===== src/rtl/mfcc_feature_stage.sv =====
// MFCC feature stage: keeps a window of DCT cepstral coefficients per frame,
// optionally appends frame-to-frame deltas, with a registered output slot.
module mfcc_feature_stage #(
    parameter int DATA_WIDTH   = 16,
    parameter int N_COEFS      = 32,
    parameter int FIRST_COEF   = 0,
    parameter int NUM_FEATURES = 13,
    parameter int DELTA_SHIFT  = 0
) (
    input  logic                  clk_in,
    input  logic                  rst_n_in,
    input  logic                  delta_en_in,
    input  logic [DATA_WIDTH-1:0] dct_data_in,
    input  logic                  dct_valid_in,
    input  logic                  dct_last_in,
    output logic                  dct_ready_out,
    output logic [DATA_WIDTH-1:0] feature_data_out,
    output logic                  feature_valid_out,
    output logic                  feature_last_out,
    input  logic                  feature_ready_in,
    output logic                  len_err_out
);

    localparam int IDX_W = $clog2(N_COEFS);
    localparam int K_W   = (NUM_FEATURES > 1) ? $clog2(NUM_FEATURES) : 1;

    localparam logic [IDX_W-1:0] IDX_MAX   = IDX_W'(N_COEFS - 1);
    localparam logic [IDX_W-1:0] IDX_FIRST = IDX_W'(FIRST_COEF);
    localparam logic [IDX_W-1:0] IDX_WEND  = IDX_W'(FIRST_COEF + NUM_FEATURES - 1);
    localparam logic [IDX_W:0]   NUM_EXT   = (IDX_W + 1)'(NUM_FEATURES);
    localparam logic [K_W-1:0]   K_LAST    = K_W'(NUM_FEATURES - 1);

    localparam logic signed [DATA_WIDTH-1:0] SAT_MAX = {1'b0, {(DATA_WIDTH-1){1'b1}}};
    localparam logic signed [DATA_WIDTH-1:0] SAT_MIN = {1'b1, {(DATA_WIDTH-1){1'b0}}};

    localparam logic [1:0] ST_STATIC = 2'd0;
    localparam logic [1:0] ST_DRAIN  = 2'd1;
    localparam logic [1:0] ST_DELTA  = 2'd2;

    logic [1:0]       state_q, state_d;
    logic [IDX_W-1:0] idx_q, off;
    logic [K_W-1:0]   k_q, k_d, off_k;
    logic             mode_q, mode_eff, prev_valid_q, ovf_q, run_q;
    logic             in_win, win_end, out_free, acc;
    logic             ld_static, ld_delta, st_last, commit;

    logic signed [DATA_WIDTH-1:0] cur_q  [NUM_FEATURES];
    logic signed [DATA_WIDTH-1:0] prev_q [NUM_FEATURES];
    logic signed [DATA_WIDTH:0]   diff, diff_sh;
    logic signed [DATA_WIDTH-1:0] delta_val;

    // Offset wraps high below the window, so one compare covers both ends
    assign off      = idx_q - IDX_FIRST;
    assign off_k    = off[K_W-1:0];
    assign in_win   = {1'b0, off} < NUM_EXT;
    assign win_end  = idx_q == IDX_WEND;
    assign out_free = !feature_valid_out || feature_ready_in;
    assign mode_eff = (idx_q == '0) ? delta_en_in : mode_q;
    assign acc      = dct_valid_in && dct_ready_out;

    // Input handshake: stall only in-window beats on a full slot, and all of DELTA
    always_comb begin
        dct_ready_out = 1'b0;
        if (run_q) begin
            unique case (state_q)
                ST_STATIC: dct_ready_out = in_win ? out_free : 1'b1;
                ST_DRAIN:  dct_ready_out = 1'b1;
                default:   dct_ready_out = 1'b0;
            endcase
        end
    end

    // Saturating delta of the current feature against the previous frame
    always_comb begin
        diff = {cur_q[k_q][DATA_WIDTH-1], cur_q[k_q]}
             - {prev_q[k_q][DATA_WIDTH-1], prev_q[k_q]};
        diff_sh = diff >>> DELTA_SHIFT;
        if (diff_sh[DATA_WIDTH] != diff_sh[DATA_WIDTH-1]) begin
            delta_val = diff_sh[DATA_WIDTH] ? SAT_MIN : SAT_MAX;
        end else begin
            delta_val = diff_sh[DATA_WIDTH-1:0];
        end
        if (!prev_valid_q) begin
            delta_val = '0;
        end
    end

    // Frame sequencing; the finish step folds into the last accepting cycle
    always_comb begin
        state_d   = state_q;
        k_d       = k_q;
        ld_static = 1'b0;
        ld_delta  = 1'b0;
        st_last   = 1'b0;
        commit    = 1'b0;
        unique case (state_q)
            ST_STATIC: begin
                if (acc && in_win) begin
                    ld_static = 1'b1;
                    if (win_end) begin
                        st_last = !mode_eff;
                        if (!dct_last_in) begin
                            state_d = ST_DRAIN;
                        end else if (mode_eff) begin
                            state_d = ST_DELTA;
                            k_d     = '0;
                        end else begin
                            commit = 1'b1;
                        end
                    end else if (dct_last_in) begin
                        st_last = 1'b1;
                    end
                end
            end
            ST_DRAIN: begin
                if (acc && dct_last_in) begin
                    if (mode_q) begin
                        state_d = ST_DELTA;
                        k_d     = '0;
                    end else begin
                        state_d = ST_STATIC;
                        commit  = 1'b1;
                    end
                end
            end
            ST_DELTA: begin
                if (out_free) begin
                    ld_delta = 1'b1;
                    if (k_q == K_LAST) begin
                        state_d = ST_STATIC;
                        commit  = 1'b1;
                    end else begin
                        k_d = k_q + 1'b1;
                    end
                end
            end
            default: state_d = ST_STATIC;
        endcase
    end

    // Control state, beat index, mode latch and length-error pulse
    always_ff @(posedge clk_in or negedge rst_n_in) begin
        if (!rst_n_in) begin
            run_q        <= 1'b0;
            state_q      <= ST_STATIC;
            idx_q        <= '0;
            k_q          <= '0;
            mode_q       <= 1'b0;
            ovf_q        <= 1'b0;
            prev_valid_q <= 1'b0;
            len_err_out  <= 1'b0;
        end else begin
            run_q       <= 1'b1;
            state_q     <= state_d;
            k_q         <= k_d;
            len_err_out <= acc && dct_last_in && (idx_q != IDX_MAX || ovf_q);
            if (acc) begin
                if (idx_q == '0 && !ovf_q) begin
                    mode_q <= delta_en_in;
                end
                if (dct_last_in) begin
                    idx_q <= '0;
                    ovf_q <= 1'b0;
                end else if (idx_q == IDX_MAX) begin
                    ovf_q <= 1'b1;
                end else begin
                    idx_q <= idx_q + 1'b1;
                end
            end
            if (commit) begin
                prev_valid_q <= 1'b1;
            end
        end
    end

    // Current/previous frame feature stores; commit captures a same-cycle write
    always_ff @(posedge clk_in or negedge rst_n_in) begin
        if (!rst_n_in) begin
            for (int i = 0; i < NUM_FEATURES; i++) begin
                cur_q[i]  <= '0;
                prev_q[i] <= '0;
            end
        end else begin
            if (ld_static) begin
                cur_q[off_k] <= dct_data_in;
            end
            if (commit) begin
                for (int i = 0; i < NUM_FEATURES; i++) begin
                    prev_q[i] <= (ld_static && off_k == K_W'(i)) ? dct_data_in : cur_q[i];
                end
            end
        end
    end

    // Single-entry output slot; load and drain may overlap in one cycle
    always_ff @(posedge clk_in or negedge rst_n_in) begin
        if (!rst_n_in) begin
            feature_valid_out <= 1'b0;
            feature_last_out  <= 1'b0;
            feature_data_out  <= '0;
        end else if (ld_static) begin
            feature_valid_out <= 1'b1;
            feature_last_out  <= st_last;
            feature_data_out  <= dct_data_in;
        end else if (ld_delta) begin
            feature_valid_out <= 1'b1;
            feature_last_out  <= k_q == K_LAST;
            feature_data_out  <= delta_val;
        end else if (feature_ready_in) begin
            feature_valid_out <= 1'b0;
            feature_last_out  <= 1'b0;
        end
    end

endmodule


===== config.mk =====
export PLATFORM = sky130hd
export DESIGN_NAME = mfcc_feature_stage
export DESIGN_NICKNAME = d
export VERILOG_FILES = /design/src/rtl/mfcc_feature_stage.sv
export SDC_FILE = /design/constraint.sdc
export NUM_CORES = 1
export LEC_CHECK = 0
export ABC_AREA = 0
export BUFFER_PORTS_ARGS = -buffer_cell sky130_fd_sc_hd__buf_2
export CAP_MARGIN = 30
export CELL_PAD_IN_SITES_DETAIL_PLACEMENT = 1
export CELL_PAD_IN_SITES_GLOBAL_PLACEMENT = 2
export CORE_ASPECT_RATIO = 1.5
export CORE_UTILIZATION = 45
export CTS_CLUSTER_DIAMETER = 50
export CTS_CLUSTER_SIZE = 12
export DETAILED_ROUTE_END_ITERATION = 16
export PLACE_DENSITY_LB_ADDON = 0.1
export REMOVE_ABC_BUFFERS = 1
export SYNTH_ARGS = -nofsm -noshare
export SYNTH_HDL_FRONTEND = slang
export SYNTH_SLANG_ARGS = --single-unit

===== constraint.sdc =====
create_clock -name clk_in -period 5.98 [get_ports clk_in]
set_input_delay 1.196 -clock clk_in [delete_from_list [all_inputs] [get_ports clk_in]]
set_output_delay 1.196 -clock clk_in [all_outputs]
set_load 0.005 [all_outputs]

==> run summary <==
Leakage = 11.1 nW
Hold_buf cts = 0
Worst skew pair latency = 0.58 ns
Distinct cells, synth = 71
Max Cap Viol = 0
Ys async rst share = 100%
Commonest cells in the netlist = dfrtp_1 (450), mux2_2 (319), mux4_2 (96), mux2_4 (80), nand2_1 (80)
H-Tree Depth = 2
Synthesized area = 21,500 sq um
Outcome = completed
F_max = 0.200 GHz
Die width = 181 um
Diodes inserted = 0
CTS Buf Count = 48
Vias per cell = 6.06
Die height = 270 um
Largest net degree at the start of global routing = 154
Vias in the first global route = 14,200
Layout Cells excl Fill = 2,065
Buf/Inv on CP = 2
Critical path's largest stage delay = 0.89 ns
First-pass GRT wire length = 88,900 um
Avg Synthesized Cell Area = 14.8 sq um
Unrepaired setup endpoints after global routing = no
Cells along the critical path = buf_12 > mux4_2 > a221oi_1 > a31o_2 > ha_1 > a21o_1 > a2111oi_0 > inv_1 > o21ai_1 > nor2_1 > a21oi_2 > o211ai_1
Worst Hold Class = flip-flop to flip-flop
Number of synthesized flops with an enable pin = 0
Final Instance Area = 23,700 sq um
Root Buffer = clkbuf_16
Initial antenna violation count = 1
Tcrit/Tclk final = 83.4%
Slew @ Worst Pin = 1.01 ns
Core area = 47,000 sq um
Detailed Route Iter0 Violations = 567
Initial core utilization = 45.9%
Grt ovf = 0
Setup ws final = 0.992 ns
Critical path arrival = 5.42 ns
I/O pin cnt = 42
Largest cells by area after synthesis = dfrtp_1 (52%), mux2_2 (17%), mux4_2 (10%)
Syn Inst Count = 1,451
Yosys warns = 0
Total Die Area = 48,800 sq um
Top-area cell type share of the netlist area = 52.3%
Setup Slack @ Placement = 0.949 ns
CTS tree = done
# DRC = 0
Dpl hpwl = 34,500 um
PnR Total Power = 7.12 mW
GPL Wtd Cong = 0.785
Dpl cells = 1,999
Antenna viol nets, final = 0
Yosys reg bits = 450
CTS max path bufs = 3
Worst Path Class, Setup = flip-flop to flip-flop
Seq/Total Area, Yosys = 52.3%
Slowest CP cell = dfrtp_4
Critical path required time = 6.41 ns
Cell taking the most area after synthesis = dfrtp_1
Rows = 97
Max VDD drop = 0.226 mV
Max-slew violation count = 0
Critical path capture point type = flip-flop
Fillers = 4,478
Slew Limit Headroom = 32.4%
Post-cts resize count = 0
# setup viols final = 0
CP delay by family, top = compound AO/OA/AOI/OAI gates
Final Hold Fails = 0
CTS sink count = 450
Worst Clk Skew = 0.0232 ns
Nets = 1,501
Detailed-route wire length = 56,000 um
Layout area overhead = 9.76%
Ys flop type = dfrtp_1
CP max FO = 42
Layout cells sized above 1 = 45.5%
Core Util, Final = 50.4%
Top-count cell post-synth = dfrtp_1
Post-route minimum period = 4.99 ns
Avg WL per Cell = 27.1 um
Port Buf Inserts = 41
Post-CTS Setup Repair Bufs = 0
DR vias = 12,500
Worst Setup Start Kind = flip-flop
Drt pass-1 iters = 5
Aggregate global-route resource usage = 24.1%
Clk slew on worst S/H paths = 0.06 ns
Pwr/cell area = 301 nW/um^2
Placed inst area = 22,300 sq um
## worst reg2reg max path, delay by kind of cell (launching register included)
| kind | cells | cell delay [ns] |
|---|---|---|
| AO/OA/AOI/OAI | 7 | 2.32 |
| adder cells (fa/ha/maj) | 1 | 0.32 |
| buffers and inverters | 2 | 0.50 |
| flip-flops | 1 | 0.89 |
| multiplexers | 1 | 0.55 |
| AND/OR/NAND/NOR | 1 | 0.27 |
## cells in the final DEF, fill, tap and decap left out, drive strengths merged, types with 18 or more instances in the layout
| cell type | n |
|---|---|
| o21ai | 26 |
| inv | 18 |
| a31oi | 18 |
| a221oi | 32 |
| clkbuf | 55 |
| a21oi | 22 |
| buf | 63 |
| nand2 | 88 |
| a31o | 18 |
| ha | 23 |
| mux4 | 96 |
| dfrtp | 450 |
| mux2 | 418 |
## sequential cells by signal, summed over array words and instances (netlist names)
name,count
len_err_out,1
cur_q,208
run_q,1
idx_q,5
prev_q,208
mode_q,1
feature_valid_out,1
ovf_q,1
feature_data_out,16
k_q,4
prev_valid_q,1
state_q,2
feature_last_out,1
## cells by family (layout without fill, tap and decap cells)
logic type	after synthesis	after routing	share of synthesized area (%)
compound gates	166	166	5.58
xor+xnor	14	14	0.569
fa+ha+maj	29	29	1.66
buf+inv	124	144	2.71
flops	450	450	52.3
mux	515	515	33.3
other cells	1	1	0.0174
simple gates	152	152	3.88
## through the flow
stage | setup TNS (ns) | hold WS (ns)
after global placement | 0 | 0.462
after global routing | 0 | 0.509
final | 0 | 0.488
after floorplan | -3159.42 | 0.453
after detailed placement | 0 | 0.475
after CTS | 0 | 0.489
## layout make-up
type	instances	area (sq um)	area share, %
flip-flops and latches	450	11300	47.6
multi-input cells	877	9730	41.1
clock buffers	55	1270	5.36
well taps	594	743	3.14
repair buffers	63	455	1.93
clock inverters	11	126	0.534
inverters	15	56.3	0.238
## metal layers
layer	global-route usage [%]	vias up	routed length [um]
li1	-	5441	-
met1	31.8	6833	24600
met2	41.2	158	28600
met3	2.78	76	1250
met4	7.71	2	1600
met5	0	-	12
## power by group
group,leakage [nW],internal (mW),switching [mW]
clock network,0.685,1.58,1.21
registers,6.13,3.34,0.184
logic,4.33,0.423,0.381
total,11.1,5.34,1.78
## path summary, 6_finish.rpt
check	slack, ns	cells past startpoint	from	to
min in group asynchronous	0.52	1	rst_n_in	prev_q[201]
max in group asynchronous	4.16	2	rst_n_in	prev_q[174]
min reg2reg	0.49	1	prev_valid_q	prev_valid_q
max	0.99	12	k_q[0]	feature_data_out[10]
min	0.49	1	prev_valid_q	prev_valid_q
max reg2reg	0.99	12	k_q[0]	feature_data_out[10]
Power figures use the tool's default switching activity.
